==> config.mk <==
export PLATFORM = sky130hd
export DESIGN_NAME = serial_add_ctrl
export DESIGN_NICKNAME = d
export VERILOG_FILES = /design/src/rtl/serial_add_ctrl.sv
export SDC_FILE = /design/constraint.sdc
export NUM_CORES = 1
export LEC_CHECK = 0
export CORE_AREA = 2 2 65 67
export DETAILED_ROUTE_END_ITERATION = 6
export DIE_AREA = 0 0 67 69
export PLACE_DENSITY_LB_ADDON = 0.12
export RECOVER_POWER = 50
export SKIP_CTS_REPAIR_TIMING = 1
export SYNTH_ARGS = -nofsm -noshare
export SYNTH_HDL_FRONTEND = slang
export SYNTH_SLANG_ARGS = --single-unit
==> constraint.sdc <==
create_clock -name clk -period 2.2 [get_ports clk]
set_clock_uncertainty 0.15 [all_clocks]
set_input_delay 0.22 -clock clk [delete_from_list [all_inputs] [get_ports clk]]
set_output_delay 0.22 -clock clk [all_outputs]
set_load 0.05 [all_outputs]
==> src/rtl/serial_add_ctrl.sv <==
// Bit-serial adder sequencer. A single full_adder cell is reused once per bit,
// LSB first, so a WIDTH-bit add takes WIDTH RUN cycles plus one DONE cycle.
// The requester side uses a start/done handshake, and busy covers RUN and DONE.

// One-bit full adder cell: the only arithmetic in the datapath.
module full_adder (
  input  logic x,
  input  logic y,
  input  logic c_in,
  output logic s,
  output logic c_out
);

  assign s     = x ^ y ^ c_in;
  assign c_out = (x & y) | (x & c_in) | (y & c_in);

endmodule

module serial_add_ctrl #(
  parameter int WIDTH = 8
) (
  input  logic             clk,
  input  logic             rst,
  input  logic             start,
  input  logic [WIDTH-1:0] a,
  input  logic [WIDTH-1:0] b,
  input  logic             c_in,
  output logic             busy,
  output logic             done,
  output logic [WIDTH-1:0] sum,
  output logic             c_out
);

  localparam int CNT_W = $clog2(WIDTH + 1);
  localparam logic [CNT_W-1:0] LAST_BIT = CNT_W'(WIDTH - 1);

  typedef enum logic [1:0] {
    IDLE = 2'd0,
    RUN  = 2'd1,
    DONE = 2'd2
  } state_t;

  state_t           state;
  logic [WIDTH-1:0] a_sh;
  logic [WIDTH-1:0] b_sh;
  logic [WIDTH-1:0] s_sh;
  logic [WIDTH-1:0] s_next;
  logic             cy;
  logic [CNT_W-1:0] cnt;
  logic             fa_s;
  logic             fa_co;

  // The shared adder cell always looks at the current LSBs and the carry flop.
  full_adder u_fa (
    .x     (a_sh[0]),
    .y     (b_sh[0]),
    .c_in  (cy),
    .s     (fa_s),
    .c_out (fa_co)
  );

  // New sum bits enter at the MSB, so after WIDTH shifts bit 0 sits at bit 0.
  generate
    if (WIDTH == 1) begin : g_s_one
      assign s_next = fa_s;
    end else begin : g_s_wide
      assign s_next = {fa_s, s_sh[WIDTH-1:1]};
    end
  endgenerate

  // Status flags are decoded straight from the state register.
  assign busy = (state != IDLE);
  assign done = (state == DONE);

  // Sequencer: capture operands, step one bit per clock, publish the result once.
  always_ff @(posedge clk or posedge rst) begin
    if (rst) begin
      state <= IDLE;
      a_sh  <= '0;
      b_sh  <= '0;
      s_sh  <= '0;
      cy    <= 1'b0;
      cnt   <= '0;
      sum   <= '0;
      c_out <= 1'b0;
    end else begin
      case (state)
        IDLE: begin
          if (start) begin
            a_sh  <= a;
            b_sh  <= b;
            s_sh  <= '0;
            cy    <= c_in;
            cnt   <= '0;
            state <= RUN;
          end
        end
        RUN: begin
          cy   <= fa_co;
          s_sh <= s_next;
          a_sh <= a_sh >> 1;
          b_sh <= b_sh >> 1;
          cnt  <= cnt + CNT_W'(1);
          if (cnt == LAST_BIT) begin
            sum   <= s_next;
            c_out <= fa_co;
            state <= DONE;
          end
        end
        DONE: begin
          state <= IDLE;
        end
        default: begin
          state <= IDLE;
        end
      endcase
    end
  end

endmodule
* After elaboration in Yosys (flattened, before gate mapping)
Index checks and enable logic that the tools add are counted.
** Storage, ports and cells
- Input bits :: 20
- Output and inout port bits :: 11
- Logic and storage cells :: 40
- Flip-flop bits (word level) :: 40
** Operators by class
- Multiplexer cells :: 13
- Add/subtract/negate cells :: 1
- Bitwise gates (word level) :: 7
- Reductions and logical operators :: 6
- Equal/unequal tests :: 5
** Operators with widths (number)
- $pmux 8 s2 :: 3
- $mux 8 :: 3
- $pmux 4 s2 :: 1
- $reduce_and 2->1 :: 3
- $add 4x1->4 const B :: 1
- $eq 4x3->1 const B :: 1
- $mux 2 :: 2
- $mux 4 :: 1
- $ne 2x2->1 const B :: 2
- $pmux 2 s2 :: 1
- $reduce_bool 2->1 :: 2
- $and 1x1->1 :: 3
- $eq 2x1->1 const B :: 1
- $eq 2x2->1 const B :: 1
- $logic_not 2->1 :: 1
- $or 1x1->1 :: 2
- $pmux 1 s2 :: 1
- $xor 1x1->1 :: 2
- $mux 1 :: 1

* Longest topological paths before layout
Gate-level depths: netlist (run 1).
- Word-level depth :: 4
- Gate-level depth with buffers :: 5
- Gate-level depth less buffers :: 4

* Cells and area by module
Synthesis (run 1) repeated with hierarchy kept, for this count alone.
** Unflattened totals
- Cells, all modules :: 153
- Area, all modules :: 1750.4 um^2
** By module, submodules not included
- serial_add_ctrl :: instances 1, sequential area each 975.9 um^2, cells an instance 152, area each 1730.4 um^2
- full_adder :: instances 1, sequential area each 0.0 um^2, cells an instance 1, area each 20.0 um^2

* Least setup slack after synthesis (run 1)
No wires, ideal clock.
- Path kind :: register to output
- From :: reg state[0]
- To :: out done
- Arrival :: 1.460 ns
- Data required time :: 1.830 ns
- Buffers on the path :: 2
- Cell stages (with the launch flop) :: 4
- Slack :: 0.370 ns
- Cell sequence :: dfrtp_1 -> buf_2 -> clkbuf_1 -> nor2b_1
** On the way
- Cells in the longest elaborated chain, start to end :: 1
** Ends and longest elaborated chain
- start: declaration :: RTL line 43 : state_t state;
- start signal: assignment :: RTL line 78 : state <= IDLE;
- start signal: assignment :: RTL line 95 : state <= RUN;
- start signal: assignment :: RTL line 107 : state <= DONE;
- $eq 2x2->1 :: RTL line 73 : assign done = (state == DONE);
- end: declaration :: RTL line 29 : output logic done,
Every way passes these cells.

* Final worst setup path (run 1)
- From :: reg state[0]
- To :: reg b_sh[0]
** On the way
- Cells in the longest elaborated chain, start to end :: 3
- Elaborated cells between the ends (all ways) :: 6
- Those cells by class :: eq/ne (2); mux (1); reduce/logical (3)
** Ends and longest elaborated chain
- $eq 2x1->1 / $logic_not 2->1 (equally long branches) :: RTL line 87 : case (state)
- $reduce_bool 2->1 (no source line) / $ne 2x2->1 (equally long branches)
- $reduce_and 2->1 (no source line)
- end signal: assignment :: RTL line 102 : b_sh <= b_sh >> 1;
- end: declaration :: RTL line 45 : logic [WIDTH-1:0] b_sh;
Parallel ways exist; a longest one is shown, timed or not.
A chain may end at the register's enable or synchronous reset.

==> results of run 1 <==
## registers in the layout (all words and copies together) (netlist names)
name and count:
a_sh 8, b_sh 8, sum 8, s_sh 7, cnt 4, state 2, c_out 1, cy 1
## final cells by class
| class | instances | area (um^2) | share of cell area, % |
|---|---|---|---|
| clock buffers | 6 | 82.6 | 3.73 |
| clock inverters | 2 | 35.0 | 1.58 |
| inverters | 2 | 7.51 | 0.339 |
| multi-input cells | 97 | 679 | 30.7 |
| flip-flops and latches | 39 | 976 | 44.1 |
| well taps | 50 | 62.6 | 2.82 |
| repair buffers | 36 | 372 | 16.8 |
## cells in the mapped netlist
cell / instances
a21oi_1: 12
a22o_1: 9
a22oi_1: 9
a32o_1: 2
and2_1: 1
and3b_1: 7
buf_2: 6
clkbuf_1: 3
dfrtp_1: 39
fa_1: 1
ha_1: 1
inv_1: 2
mux2_2: 10
nand2_1: 13
nand2b_4: 1
nand3_1: 1
nor2_1: 3
nor2b_1: 8
nor3_4: 1
o21ai_0: 16
o21bai_1: 1
o31ai_1: 1
## tightest hold or removal path, cell delays in order, from the launching register on
cell and delay (ns):
dfrtp_1 0.34, nand2_1 0.05, o21ai_0 0.06
## where the power goes
| part | leakage, nW | internal, mW | switching, mW | total, mW |
|---|---|---|---|---|
| registers | 0.509 | 1.01 | 0.203 | 1.21 |
| logic | 0.423 | 0.607 | 0.773 | 1.38 |
| clock network | 0.0612 | 0.367 | 0.247 | 0.614 |
## per-layer routing
metal	routed length [um]	vias up
li1	-	594
met1	1540	615
met2	1640	25
met3	118	4
met4	36	0
met5	0	-
## worst max-delay path by stage
| stage | endpoint | slack [ns] | cells past startpoint |
|---|---|---|---|
| after floorplan | done | 0.37 | 3 |
| after global placement | sum[7] | 0.50 | 4 |
| after detailed placement | sum[7] | 0.44 | 4 |
| after CTS | sum[7] | 0.36 | 1 |
| after global routing | b_sh[0] | 0.16 | 5 |
| final | b_sh[0] | 0.35 | 5 |
## cells by family after synthesis
logic type                 share of synthesized area, %
AOI/OAI and AO/OA                                  18.9
DFF                                                57.3
and+or+nand+nor                                    12.5
buffers and inverters                              2.86
muxes                                              6.61
adders and majority gates                          1.91
## metrics by stage
step | std cells | util (%) | worst slack, ns | hold WS [ns] | cell area (um^2)
final | 232 | 56.6 | 0.348 | 0.339 | 2210
after global routing | 232 | 56.6 | 0.164 | 0.363 | 2210
after CTS | 232 | 56.7 | 0.361 | 0.206 | 2220
after detailed placement | 224 | 53.7 | 0.439 | 0.325 | 2100
after global placement | 224 | 53.7 | 0.500 | 0.316 | 2100
after floorplan | 147 | - | 0.370 | 0.240 | 1700
==> reports/qor.yml, run 1 <==
global_routing:
  gr-total-overflow: 0
  antenna_found_initial: 0
  globalRouteMet2Util_pct: 27.1
  grt_first_pass_wirelength_mm: 6.18
  busiest_layer: "met2"
  grt_max_degree: 40
  grt_use_met3_pct: 5.87
  grt_use_met1_pct: 22.8
  grt_use_total_pct: 17.2
  grt_pass1_vias: 1297
synth:
  yosys_register_bits: 39
  syn-num-nets: 169
  yosys.area.top_type: "dfrtp_1"
  ys_seq_area_share_pct: 57.3
  netlist-cell-type-count: 22
  ys_warn_count: 0
  synth_top_area_share_pct: 57.3
  synth.area.top_cells: "dfrtp_1 (57%), mux2_2 (6.6%), o21ai_0 (4.7%), a22o_1 (4.6%), a22oi_1 (4.0%)"
  netlist_instances: 147
  avgSynthCellArea_um2: 11.6
  syn_area_um2: 1700
setup_path:
  worst_ep_arrival_time_ns: 1.91
  worstPathCellList: "buf_4 > nor2b_1 > clkbuf_1 > a22oi_1 > o21ai_0"
  cp-startpoint: "state[0]"
  worstReg2RegEnd: "b_sh[0]"
  r2r_slack_ns: 0.35
  cp_top_family: "buffers and inverters"
  cp-end-kind: "flip-flop"
  slowest_stage: "clkbuf_1"
  worstReg2RegStart: "state[0]"
  reg2reg_depth: 5
  path_max_fanout: 30
  start_kind: "flip-flop"
  crit_path_max_incr_delay_ns: 0.46
  critPathKind: "flip-flop to flip-flop"
  critPathBufInv: 2
  critPathRequiredTime_ns: 2.26
sta:
  fin_tns_setup_ns: 0
  slew_headroom_pct: 36.8
  timing.final.crit_period_ns: 1.85
  final-hold-violation-count: 0
  tightest_slew_ns: 0.948
  maxSlewViolCount: 0
  rsz0062_at_grt: "no"
  finalSetupViolations: 0
  fin_crit_sh_pct: 84.2
  fmax_ghz: 0.540
clock_network:
  clkSlewWorstSetupHoldPaths_ns: 0.08
  cts_buffers: 5
  clockBufferDepth: 2
  clk_latency_ns: 0.29
  cts_tree: "yes"
  clock-root-buffer: "clkbuf_8"
  htree_levels: 2
  cts.sinks: 39
die:
  ios: 31
  fp.dieW_um: 67
  row_count: 23
  initial_core_util_pct: 43.5
  fp.dieH_um: 69
  core-area_um2: 3910
  die_area_um2: 4620
placement:
  hpwl_mm: 2.27
  io_buffers: 30
  gp_congestion: 0.717
layout:
  fin_nets: 203
  layout_common_cells: "dfrtp_1 (39), clkdlybuf4s50_1 (27), o21ai_0 (16), nand2_1 (13), a21oi_1 (12)"
  num-fill-cells: 348
  areaGrowthSynthToFinish_pct: 30.0
  final_common_cell: "dfrtp_1"
  diodes: 0
  drive_gt1_share_pct: 14.8
drt:
  via_count: 1238
  wirelength_mm: 3.33
  drcViolationCount: 0
  wl_per_cell_um: 14.4
  drt-pass1-iter-count: 4
  postRouteAntennaNets: 0
  routed_via_density: 5.34
  first_iter_violations: 60
power:
  p_per_area_nw_per_um2: 1450
  fin_total_pwr_mw: 3.21
  vdd_drop_max_mv: 0.560
  p_leak_nw: 0.993
min_path:
  hold_path_end: "b_sh[5]"
  holdCritPathClass: "flip-flop to flip-flop"
  worstHoldStart: "b_sh[5]"
  hold_depth: 2
run_status:
  status: "complete, no violations"
run:
  maxCapViolCount: 0
(Power assumes the default switching activity.)
==> run 2: changes to the inputs <==
==> constraint.sdc (replaced) <==
create_clock -name clk -period 1.7 [get_ports clk]
set_clock_uncertainty 0.15 [all_clocks]
set_input_delay 0.17 -clock clk [delete_from_list [all_inputs] [get_ports clk]]
set_output_delay 0.17 -clock clk [all_outputs]
set_load 0.05 [all_outputs]
==> run 2 against run 1 <==
  * Worst setup slack worse by 0.29 ns
  * Clock power about the same
  * Critical path type is now flip-flop to output port
  * Final cell count up 0.86%
  * Worst hold slack better by 0.0039 ns
  * First-iteration DRC count up 30%
  * Sequential cell count unchanged
  * Global-route usage down 0.69 points
  * Sequential power up 31%
  * Power up 25%
  * Die area unchanged
  * Routed wire length up 1.7%
  * Highest routed layer unchanged
==> reports/qor.yml, run 2 (synthesized netlist as in run 1, its figures left out) <==
setup_path:
  path_max_fanout: 17  # was 30
  cp-end-kind: "output port"  # was flip-flop
  critPathRequiredTime_ns: 1.38  # was 2.26 ns
  slowest_stage: "dfrtp_1"  # was clkbuf_1
  worstPathCellList: "buf_4 > buf_6 > nor2_4 > inv_1 > buf_12"  # was buf_4 > nor2b_1 > clkbuf_1 > a22oi_1 > o21ai_0
  cp_top_family: "buffers and inverters"  # unchanged
  critPathKind: "flip-flop to output port"  # was flip-flop to flip-flop
  start_kind: "flip-flop"  # unchanged
  critPathBufInv: 4  # was 2
  worst_ep_arrival_time_ns: 1.32  # was 1.91 ns
  crit_path_max_incr_delay_ns: 0.39  # was 0.46 ns
power:
  internal-power_mw: 2.39  # was 1.98 mW
  p_leak_nw: 0.993  # about the same
  p_switching_mw: 1.62  # was 1.22 mW
  vdd_drop_max_mv: 0.650  # was 0.560 mV
  p_seq_share_pct: 39.5  # was 37.8%
  p_comb_share_pct: 45.2  # was 43.0%
  clock_power_share_pct: 15.3  # was 19.2%
  p_per_area_nw_per_um2: 1820  # was 1450 nW/um^2
  p_sw_share_pct: 40.4  # was 38.1%
placement:
  hpwl_mm: 2.43  # was 2.27 mm
  gp_congestion: 0.762  # was 0.717
  pre_cts_ws_ns: -0.00476  # was 0.439 ns
  placed_area_um2: 2140  # was 2100 um^2
  io_buffers: 30  # unchanged
die:
  row_count: 23  # unchanged
  initial_core_util_pct: 43.5  # unchanged
  ios: 31  # unchanged
  die_area_um2: 4620  # unchanged
  fp.dieH_um: 69  # unchanged
  fp.dieW_um: 67  # unchanged
  core-area_um2: 3910  # unchanged
layout:
  multi_input_area_um2: 692  # was 679 um^2
  num-fill-cells: 354  # was 348
  final_common_cell: "dfrtp_1"  # unchanged
  seq_area_um2: 976  # unchanged
  drive_gt1_share_pct: 20.1  # was 14.8%
  fin_nets: 205  # was 203
  stdcell_area_um2: 2200  # was 2210 um^2
  diodes: 0  # unchanged
  areaGrowthSynthToFinish_pct: 29.4  # was 30.0%
  layout_common_cells: "dfrtp_1 (39), clkdlybuf4s50_1 (18), o21ai_0 (16), nand2_1 (13), a21oi_1 (12)"  # was dfrtp_1 (39), clkdlybuf4s50_1 (27), o21ai_0 (16), nand2_1 (13), a21oi_1 (12)
  reg_top3: "a_sh (8), b_sh (8), sum (8)"  # unchanged
sta:
  rsz0062_at_grt: "no"  # unchanged
  fin_crit_sh_pct: 96.4
  tightest_slew_ns: 0.925  # was 0.948 ns
  final-hold-violation-count: 0  # unchanged
  timing.final.crit_period_ns: 1.64
  worst_slack_ns: 0.0619  # was 0.348 ns
  finalSetupViolations: 0  # unchanged
  maxSlewViolCount: 0  # unchanged
  fmax_ghz: 0.610
  slew_headroom_pct: 38.3  # was 36.8%
drt:
  via_count: 1264  # was 1238
  drcViolationCount: 0  # unchanged
  routed_via_density: 5.40  # was 5.34
  drt-pass1-iter-count: 4  # unchanged
  postRouteAntennaNets: 0  # unchanged
  wl_per_cell_um: 14.5  # was 14.4 um
  first_iter_violations: 78  # was 60
  wirelength_mm: 3.39  # was 3.33 mm
clock_network:
  htree_levels: 2  # unchanged
  clock-root-buffer: "clkbuf_8"  # unchanged
  cts_tree: "yes"  # unchanged
  clk_latency_ns: 0.29  # about the same
  clockBufferDepth: 2  # unchanged
  cts_buffers: 5  # unchanged
  clkSlewWorstSetupHoldPaths_ns: 0.08  # about the same
  cts.sinks: 39  # unchanged
global_routing:
  grt_use_total_pct: 16.5  # was 17.2%
  grt_pass1_vias: 1278  # was 1297
  grt_max_degree: 40  # unchanged
  grt_first_pass_wirelength_mm: 5.80  # was 6.18 mm
  gr-total-overflow: 0  # unchanged
  antenna_found_initial: 0  # unchanged
run_status:
  status: "complete, no violations"  # unchanged
run:
  maxCapViolCount: 0  # unchanged
min_path:
  holdCritPathClass: "flip-flop to flip-flop"  # unchanged
-- run 2: cell types whose count changed in the layout (fill, tap and decap cells not counted), sizes merged --
cell           previous run  this run
clkdlybuf4s50            27        18
buf                       6        13
clkbuf                    8        11
clkinvlp                  0         2
bufinv                    1         0
-- run 2: power groups by stage --
| stage | Sequential (mW) | Clock, mW | Combinational (mW) |
|---|---|---|---|
| 2_1_floorplan | 1.83 | 0 | 0.979 |
| 3_3_place_gp | 1.58 | 0 | 1.81 |
| 3_5_place_dp | 1.60 | 0 | 1.87 |
| 4_1_cts | 1.59 | 0.627 | 1.86 |
| 5_1_grt | 1.64 | 0.674 | 1.97 |
| 6_report | 1.58 | 0.612 | 1.81 |
-- run 2: metrics by stage --
stage	util, %	hold WS, ns	cells	TNS (ns)	power, mW
final	56.3	0.342	234	0	4.01
after global routing	56.3	0.373	234	0	4.28
after CTS	56.8	0.0823	234	-0.0792	4.08
after detailed placement	54.6	0.327	226	-0.00476	3.47
after global placement	54.6	0.319	226	0	3.39
after floorplan	-	0.190	147	0	2.81
-- run 2: worst register-to-register path, delay by kind of cell (launching register included) --
kind | cells | cell delay, ns
multiplexers | 1 | 0.34
adder cells (fa/ha/maj) | 1 | 0.20
AND/OR/NAND/NOR | 2 | 0.27
buffers and inverters | 1 | 0.16
flip-flops | 1 | 0.39
-- run 2: final timing paths --
path	from	depth (start not counted)	end	slack (ns)
worst max-delay path	state[1]	5	busy	0.06
worst min-delay path	a_sh[4]	2	a_sh[4]	0.34
worst max register to register	cnt[0]	5	sum[5]	0.09
worst min register to register	a_sh[4]	2	a_sh[4]	0.34
max in group asynchronous	rst	3	cnt[3]	0.37
min in group asynchronous	rst	3	a_sh[2]	0.45
-- run 2: layout make-up --
cell class / count / share of cell area (%)
Clock inverter: 3 / 0.908
Multi-Input combinational cell: 97 / 31.4
Tap cell: 50 / 2.84
Timing Repair Buffer: 38 / 17.1
Clock buffer: 5 / 3.12
Inverter: 2 / 0.341
Sequential cell: 39 / 44.3
-- run 2: metal layers --
metal	GRT usage [%]	wire [um]	up-vias	share of wire [%]
li1	-	-	600	-
met1	20.5	1450	626	43
met2	26.8	1740	32	51
met3	5.38	154	6	4.5
met4	5.44	50	0	1.5
met5	0	0	-	0
